==> src/rtl/sender.sv <==
// sender: UART transmitter (8N1, LSB first) fed by the out-commit queue.
//
// A one-byte holding buffer lets the next byte be committed while the
// current frame is still shifting out. A frame that ends with the buffer
// full chains straight into the next start bit with no idle cycle.
//
// Optional feature: define SENDER_PARITY_EN to insert an even-parity bit
// between the last data bit and the stop bit(s).
//
// Parameters:
//   CLK_PER_BIT  clock cycles per UART bit (>= 2)
//   N_STOP       number of stop bits (1 or 2)
//
// Ports:
//   clk    in   system clock, rising edge
//   reset  in   asynchronous active-low reset, synchronous release
//   ready  out  registered; holding buffer empty, byte accepted if valid
//   valid  in   upstream offers `in`
//   in     in   [7:0] byte to transmit, sampled on valid && ready
//   txd    out  registered serial line, idles high

module sender #(
    parameter int CLK_PER_BIT = 868,
    parameter int N_STOP      = 1
) (
    input  logic       clk,
    input  logic       reset,
    output logic       ready,
    input  logic       valid,
    input  logic [7:0] in,
    output logic       txd
);

    localparam int CW = (CLK_PER_BIT > 1) ? $clog2(CLK_PER_BIT) : 1;
    localparam logic [CW-1:0] BAUD_LAST = CW'(CLK_PER_BIT - 1);
    localparam logic [2:0]    STOP_LAST = 3'(N_STOP - 1);

    typedef enum logic [2:0] {
        IDLE,
        START,
        DATA,
`ifdef SENDER_PARITY_EN
        PARITY,
`endif
        STOP
    } state_t;

    state_t        state;
    logic [7:0]    buf_data;
    logic          buf_valid;
    logic [7:0]    shreg;
    logic [CW-1:0] baud_cnt;
    logic [2:0]    bit_cnt;
`ifdef SENDER_PARITY_EN
    logic          parity;
`endif

    logic accept;
    logic bit_end;
    logic load;
    logic buf_valid_nxt;

    // ready is registered from the next buffer state, so it never depends
    // combinationally on valid. accept and load are mutually exclusive:
    // accept needs an empty buffer, load needs a full one.
    always_comb begin
        accept        = valid && ready;
        bit_end       = (baud_cnt == BAUD_LAST);
        load          = buf_valid &&
                        ((state == IDLE) ||
                         (state == STOP && bit_end && bit_cnt == STOP_LAST));
        buf_valid_nxt = buf_valid;
        if (load)
            buf_valid_nxt = 1'b0;
        else if (accept)
            buf_valid_nxt = 1'b1;
    end

    always_ff @(posedge clk or negedge reset) begin
        if (!reset) begin
            state     <= IDLE;
            ready     <= 1'b0;
            txd       <= 1'b1;
            buf_data  <= '0;
            buf_valid <= 1'b0;
            shreg     <= '0;
            baud_cnt  <= '0;
            bit_cnt   <= '0;
`ifdef SENDER_PARITY_EN
            parity    <= 1'b0;
`endif
        end else begin
            buf_valid <= buf_valid_nxt;
            ready     <= !buf_valid_nxt;
            if (accept)
                buf_data <= in;

            case (state)
                IDLE: begin
                    txd      <= 1'b1;
                    baud_cnt <= '0;
                    bit_cnt  <= '0;
                    if (load) begin
                        shreg  <= buf_data;
`ifdef SENDER_PARITY_EN
                        parity <= ^buf_data;
`endif
                        txd    <= 1'b0;
                        state  <= START;
                    end
                end

                START: begin
                    if (bit_end) begin
                        baud_cnt <= '0;
                        bit_cnt  <= '0;
                        txd      <= shreg[0];
                        state    <= DATA;
                    end else begin
                        baud_cnt <= baud_cnt + CW'(1);
                    end
                end

                DATA: begin
                    if (bit_end) begin
                        baud_cnt <= '0;
                        if (bit_cnt == 3'd7) begin
                            bit_cnt <= '0;
`ifdef SENDER_PARITY_EN
                            txd     <= parity;
                            state   <= PARITY;
`else
                            txd     <= 1'b1;
                            state   <= STOP;
`endif
                        end else begin
                            bit_cnt <= bit_cnt + 3'd1;
                            shreg   <= {1'b0, shreg[7:1]};
                            // next bit is presented together with the shift
                            txd     <= shreg[1];
                        end
                    end else begin
                        baud_cnt <= baud_cnt + CW'(1);
                    end
                end

`ifdef SENDER_PARITY_EN
                PARITY: begin
                    if (bit_end) begin
                        baud_cnt <= '0;
                        bit_cnt  <= '0;
                        txd      <= 1'b1;
                        state    <= STOP;
                    end else begin
                        baud_cnt <= baud_cnt + CW'(1);
                    end
                end
`endif

                STOP: begin
                    if (bit_end) begin
                        baud_cnt <= '0;
                        if (bit_cnt == STOP_LAST) begin
                            bit_cnt <= '0;
                            // a buffered byte chains directly into its start bit
                            if (load) begin
                                shreg  <= buf_data;
`ifdef SENDER_PARITY_EN
                                parity <= ^buf_data;
`endif
                                txd    <= 1'b0;
                                state  <= START;
                            end else begin
                                txd    <= 1'b1;
                                state  <= IDLE;
                            end
                        end else begin
                            bit_cnt <= bit_cnt + 3'd1;
                        end
                    end else begin
                        baud_cnt <= baud_cnt + CW'(1);
                    end
                end

                default: begin
                    txd   <= 1'b1;
                    state <= IDLE;
                end
            endcase
        end
    end

endmodule

==> config.mk <==
export PLATFORM = sky130hd
export DESIGN_NAME = sender
export DESIGN_NICKNAME = d
export VERILOG_FILES = /design/src/rtl/sender.sv
export SDC_FILE = /design/constraint.sdc
export NUM_CORES = 1
export LEC_CHECK = 0
export CAP_MARGIN = 20
export CELL_PAD_IN_SITES_DETAIL_PLACEMENT = 1
export CELL_PAD_IN_SITES_GLOBAL_PLACEMENT = 2
export CORE_ASPECT_RATIO = 2
export CORE_MARGIN = 8
export CORE_UTILIZATION = 23
export DETAILED_ROUTE_END_ITERATION = 7
export GPL_ROUTABILITY_DRIVEN = 0
export HOLD_SLACK_MARGIN = 0.12
export PLACE_DENSITY_LB_ADDON = 0.1
export SYNTH_ARGS = -nofsm -noshare
export SYNTH_HDL_FRONTEND = slang
export SYNTH_SLANG_ARGS = --single-unit
==> constraint.sdc <==
create_clock -name clk -period 2.6 [get_ports clk]
set_clock_uncertainty 0.2 [all_clocks]
set_input_delay 0.39 -clock clk [delete_from_list [all_inputs] [get_ports clk]]
set_output_delay 0.39 -clock clk [all_outputs]
set_load 0.02 [all_outputs]
After elaboration in Yosys (flattened, before gate mapping)
Index checks and enable logic that the tools add are counted.

Output and inout port bits: 2. Logic and storage cells: 69. Flip-flop bits (word level): 35.

Reductions and logical operators: 16. Equal/unequal tests: 12. Multiplexer cells: 31. Add/subtract/negate cells: 2.

Operators with widths (number): $mux W8 (5); $mux W3 (11); $pmux W3 S4 (2); $pmux W8 S3 (1); $pmux W10 S2 (1); $ne A2 B2 Y1 const B (6); $add A10 B1 Y10 const B (1); $eq A10 B10 Y1 const B (1); $mux W10 (1); $mux W1 (9); $reduce_and A4 Y1 (2); $eq A3 B2 Y1 const B (2); $logic_not A3 Y1 (2); $reduce_and A6 Y1 (1); $reduce_and A5 Y1 (1); $logic_and A1 B1 Y1 (4); $pmux W1 S4 (1); $reduce_bool A4 Y1 (1); $add A3 B1 Y3 const B (1); $eq A3 B1 Y1 const B (1); $eq A3 B3 Y1 const B (1); $reduce_bool A3 Y1 (1); $reduce_or A3 Y1 (1); $ne A2 B1 Y1 const B (1); other kinds (3) (3).

Depth between registers and ports, before layout
Depth after elaboration: 9. Gate-level depth with buffers: 7. Mapped depth without buffers: 6.

Worst setup path before layout
Ideal clock, no wire load.

Path type: reg-to-reg. Start point: register state[0]. End point: register shreg[5]. Path buffers: 0. Data required time: 2254 ps. Stages on the path, launching flop included: 7. Setup slack: 158 ps. Data arrival time: 2096 ps. Library setup time: 146 ps. Cells stage by stage: dfrtp_1 -> inv_1 -> ha_1 -> or4b_2 -> o41ai_4 -> o21a_4 -> o311ai_0.

Word-level cells in the longest chain between the ends: 9. Elaborated cells between the ends (all ways): 17.

RTL lines: start, declared (RTL line 48) `state_t state;`; start signal, assigned (RTL line 81) `state <= IDLE;`; start signal, assigned (RTL line 109) `state <= START;`; start signal, assigned (RTL line 118) `state <= DATA;`; $eq A3 B2 Y1 (RTL line 71, 98); $logic_and A1 B1 Y1 (2 in series) (RTL line 71) `(state == STOP && bit_end && bit_cnt == STOP_LAST));`; $logic_or A1 B1 Y1 (RTL line 70) `((state == IDLE) ||`; $logic_and A1 B1 Y1 (RTL line 69) `load = buf_valid &&`; $mux W8 (3 in series); $pmux W8 S3 (RTL line 98) `case (state)`; end signal, assigned (RTL line 104) `shreg <= buf_data;`; end signal, assigned (RTL line 138) `shreg <= {1'b0, shreg[7:1]};`; end signal, assigned (RTL line 167) `shreg <= buf_data;`; end, declared (RTL line 51) `logic [7:0] shreg;`.

Several ways; a longest one is shown, not always the timed one. The select of a mux whose other input is x is not followed. A chain may end at the register's enable or synchronous reset.

Worst setup path in the final report
Start point: register state[0]. End point: register shreg[4].

The elaborated chain is that of the path after synthesis.

==> results_dict.tcl <==
set metrics [dict create \
    cts_tree "done" \
    drcViolationCount 0 \
    syn_avg_cell_area_um2 10.42 \
    detail_route.first_pass.iterations 4 \
    timing.fmax_mhz 424.0 \
    rsz0062_at_grt "false" \
    grt_use_total_pct 11.06 \
    postCtsHoldBufs 0 \
    yosys_warnings 0 \
    ys_seq_area_share_pct 44.69 \
    power.leakage_nw 1.005 \
    fin_tns_setup_ns 0 \
    numCtsBuffers 5 \
    antenna_found_initial 0 \
    gr-total-overflow 0 \
    synth.area.top_cells "dfrtp_1 43%, ha_1 5.9%, mux2_2 5.3%" \
    final_core_util_pct 29.21 \
    io_buffers 12 \
    power_frac_comb_pct 45.3 \
    drt_iter0_markers 25 \
    wl_per_cell_um 19.04 \
    syn_area_mm2 0.001907 \
    final_cell_area_mm2 0.002387 \
    period_share_pct 90.72 \
    root_buffer "clkbuf_16" \
    ys_ff_latch 34 \
    yosysMostFrequentCell "dfrtp_1" \
    detail-route-antenna-nets 0 \
    p_sw_share_pct 38.94 \
    diodes 0 \
    areaGrowthSynthToFinish_pct 25.20 \
    worstSetupPathType "flip-flop to flip-flop" \
    routed_via_density 5.068 \
    num_rows 47 \
    whs_ns 0.2980 \
    slew_headroom_pct 66.90 \
    clock-sinks 34 \
    grt_max_degree 35 \
    internal-power_w 0.001803 \
    period_minus_slack_ns 2.359 \
    syn_inst 183 \
    fp.dieArea_mm2 0.01164 \
    ctsHtreeMaxLevel 2 \
    tightest_slew_ns 0.4953 \
    synthTopCellsByCount "33 x dfrtp_1, 16 x inv_1, 13 x nand2_1, 13 x o21ai_0" \
    powerDensity_mw_per_mm2 1237 \
    synth_flop_cell "dfrtp_1" \
    critical_path.max_fanout 7 \
    place_area_mm2 0.002206 \
    vdd_drop_max_mv 0.5200 \
    outcome "finished clean" \
    end_kind "flip-flop" \
    nets 229 \
    fp.dieW_um 80.39 \
    start_util_pct 23.33 \
    synth-edff-count 0 \
    clk_latency_ns 0.28 \
    ctsLongestPathBuffers 2 \
    yosysUniqueCellTypes 46 \
    grt_pass1_vias 1806 \
    switchingPower_w 0.001150 \
    drv_slew 0 \
    seq_power_share_pct 31.3 \
    hp-class "flip-flop to flip-flop" \
    pin_count 13 \
    synth_top_cell_area_share_pct 43.31 \
    startpoint_type "flip-flop" \
    ys_async_sr_fraction_pct 100.0 \
    hpwl_mm 4.508 \
    hold_viol 0 \
    finalSetupViolCount 0 \
    cap_violations 0 \
    required_ns 2.56 \
    power_frac_clock_pct 23.3 \
    cts.clk_slew.worst_paths_ns 0.06 \
    drive_above_1_share_pct 20.95 \
    die_h_um 144.8 \
    grt_pass1_wl_mm 9.653 \
    routed_wl_mm 5.863 \
    yosys.area.top_type "dfrtp_1" \
    synth_nets 203 \
    vias 1561 \
    cp.arrival_ns 2.32 \
    core_area_mm2 0.008174 \
]
[power by group through the flow]
stage	sequential (W)	clock, W	combinational [W]
6_report	0.000925	0.000689	0.00134
5_1_grt	0.000961	0.000741	0.00149
4_1_cts	0.000937	0.000715	0.00134
3_5_place_dp	0.000946	0	0.00133
3_3_place_gp	0.000935	0	0.00128
2_1_floorplan	0.000874	0	0.000898
[timing repair]
item,CTS,global route
setup buffers,0,1
endpoints found under the setup margin,0,4
resized for setup,0,6
[kinds of logic (layout without fill, tap and decap cells)]
logic type | Yosys count | count (layout) | synth area share [%]
compound gates | 54 | 54 | 21.39
xor+xnor | 1 | 1 | 0.4594
fa+ha+maj | 9 | 9 | 5.906
buf+inv | 21 | 48 | 4.527
flops | 34 | 34 | 44.69
mux | 10 | 10 | 5.840
simple gates | 54 | 54 | 17.19
[metrics by stage]
stage / instances / total power [W] / setup WS, ns
finish: 308 / 0.002953 / 0.2413
global route: 308 / 0.003190 / 0.1105
CTS: 307 / 0.002989 / 0.1344
detailed placement: 299 / 0.002274 / 0.1528
global placement: 299 / 0.002215 / 0.2563
floorplan: 183 / 0.001772 / 0.1579
[layout make-up]
class	count	area [µm²]
Tap cell	98	122.6
Timing Repair Buffer	24	210.2
Inverter	16	60.06
Clock buffer	5	125.1
Multi-Input combinational cell	128	972.2
Clock inverter	3	45.04
Sequential cell	34	852.1
Fill cell	919	5787
[layer usage]
layer	share of wire (%)	routed length [µm]	GRT usage (%)
met1	34	1969	9.989
met2	62	3614	21.88
met3	1.8	108	1.980
met4	2.9	171	5.598
met5	0	0	0
[worst max-delay path, cell delays in order (launching register included)]
cell      delay, ns
dfrtp_1        0.41
inv_2          0.07
ha_1           0.21
or4b_4         0.54
o41ai_4        0.38
buf_4          0.22
o211ai_1       0.09
o311ai_0       0.11
[flip-flops by register name, indices dropped and copies added (netlist names)]
register and cells:
baud_cnt 10, bit_cnt 3, buf_data 8, buf_valid 1
ready 1, shreg 8, state 2, txd 1
[worst paths after layout]
check / start / to / slack, ns / cells past startpoint
max: state[0]$_DFFE_PN0P_ / shreg[4]$_DFFE_PN0P_ / 0.24 / 7
min: txd$_DFFE_PN1P_ / txd$_DFFE_PN1P_ / 0.30 / 2
max reg2reg: state[0]$_DFFE_PN0P_ / shreg[4]$_DFFE_PN0P_ / 0.24 / 7
min reg2reg: txd$_DFFE_PN1P_ / txd$_DFFE_PN1P_ / 0.30 / 2
max in group asynchronous: reset / txd$_DFFE_PN1P_ / 1.51 / 2
min in group asynchronous: reset / shreg[2]$_DFFE_PN0P_ / 0.34 / 2
[layout by cell type, fill, tap and decap left out, types with 2 or more instances in the layout]
master	netlist	routed
a21oi_1	7	7
mux2_2	9	9
and3_1	3	3
nor2b_1	2	2
buf_4	0	12
o31a_2	3	3
o311ai_1	0	4
and2_1	3	3
ha_1	9	9
dfrtp_1	33	33
inv_1	16	15
o21ai_0	13	13
o211ai_1	7	7
o31ai_1	2	2
clkbuf_16	0	5
nor2_1	5	5
o311ai_0	7	3
nand2b_1	2	2
a31oi_1	3	3
or3_1	5	5
clkdlybuf4s50_1	0	12
nand2_1	13	13
nand4_1	8	8
clkinvlp_4	0	2
nand3_1	3	3
a22o_1	3	3
Power figures use the tool's default switching activity.
==> RTL edit: new RTL, same settings <==
The parameter `CLK_PER_BIT` goes from 868 to 217.
--- a/src/rtl/sender.sv
+++ b/src/rtl/sender.sv
@@ -20,7 +20,7 @@
 //   txd    out  registered serial line, idles high
 
 module sender #(
-    parameter int CLK_PER_BIT = 868,
+    parameter int CLK_PER_BIT = 217,
     parameter int N_STOP      = 1
 ) (
     input  logic       clk,
Behaviour: no difference found for any inputs over 10 cycles, from zero or initial values and one cycle with reset low; that may be too few to reach the edited logic, so the function may still have changed.
==> RTL edit against the unedited design <==
  * Total power fell by 14%
  * Synthesized area decreased by 14%
  * Non-clock buffer count is 8 lower
  * Routed wire length decreased by 29%
  * Synthesized cell count is 19% lower
  * Worst setup slack gained 58 ps
  * Highest routed layer unchanged
  * Core utilization rose by 0.090 points
  * Global-route usage down 1.4 points
  * Critical path type unchanged
  * Final area fell by 15%
  * Sequential cell count fell by 2
==> RTL edit: results (changes against the unedited design) <==
- Run status: complete, no violations (unchanged).
- The post-route fraction of the period consumed by the critical path is 0.8850 (was 0.9072).
- The arrival time at the worst endpoint is 2300 ps (was 2320 ps).
- The overall fraction of global-route tracks in use is 0.09647 (was 0.1106).
- The leakage component of the power is 0.9513 nW (was 1.005 nW).
- The number of non-clock inverters is 12 (was 16).
- The wire length per cell after detailed routing is 16.13 µm (was 19.04 µm).
- The switching part of the total power was 0.3738 (was 0.3894).
- The mean instance size in the synthesized netlist came to 11.06 µm² (was 10.42 µm²).
- The number of vias after detailed routing is 1213 (was 1561).
- The count of multi-input gates is 101 (was 128).
- The count of nets after finishing is 188 (was 229).
- The global routing usage on met2 was 0.1832 (was 0.2188).
- The final core utilization came to 0.2930 (was 0.2921).
- The count of clock-net buffers in the final layout is 8 (was 5).
- The placed standard-cell area is 1887 µm² (was 2206 µm²).
- The register fraction of the total cell area came to 0.3945 (was 0.3569).
- The number of inserted filler cells in the final layout came to 785 (was 919).
- Post-synth top cells: 31 x sky130_fd_sc_hd__dfrtp_1, 16 x sky130_fd_sc_hd__o22ai_1, 11 x sky130_fd_sc_hd__inv_1 (was 33 x sky130_fd_sc_hd__dfrtp_1, 16 x sky130_fd_sc_hd__inv_1, 13 x sky130_fd_sc_hd__nand2_1, 13 x sky130_fd_sc_hd__o21ai_0).
- The share of post-route cells with drive strength above 1 is 0.1716 (was 0.2095).
- The normalized max-slew margin is 0.5848 (was 0.6690).
- The fraction of power consumed by sequential logic is 0.346 (was 0.313).
- The final total power is 2.554 mW (was 2.953 mW).
- The proportion of final cell area spent on non-clock buffers is 0.07385 (was 0.08805).
- The average vias per placed instance came to 4.683 (was 5.068).
- The fraction of area in clock buffers and inverters is 0.07200 (was 0.07128).
[RTL edit: how the worst min path moves through the flow]
| stage | startpoint | cells past startpoint | to |
|---|---|---|---|
| floorplan | reset | 0 | baud_cnt[0] |
| global placement | buf_data[3] | 1 | buf_data[3] |
| detailed placement | buf_data[2] | 1 | buf_data[2] |
| CTS | buf_data[2] | 1 | buf_data[2] |
| global route | buf_data[4] | 1 | buf_data[4] |
| finish | buf_data[7] | 1 | buf_data[7] |
[RTL edit: kinds of logic (layout without fill, tap and decap cells)]
logic type / after synthesis / in the layout / synth area share
buffers and inverters: 15 / 36 / 0.03517
flip-flops: 32 / 32 / 0.4901
AND/OR/NAND/NOR: 35 / 35 / 0.1239
AO/OA/AOI/OAI: 40 / 40 / 0.1751
adder cells (fa/ha/maj): 9 / 9 / 0.06881
XOR/XNOR: 6 / 6 / 0.03211
multiplexers: 11 / 11 / 0.07493
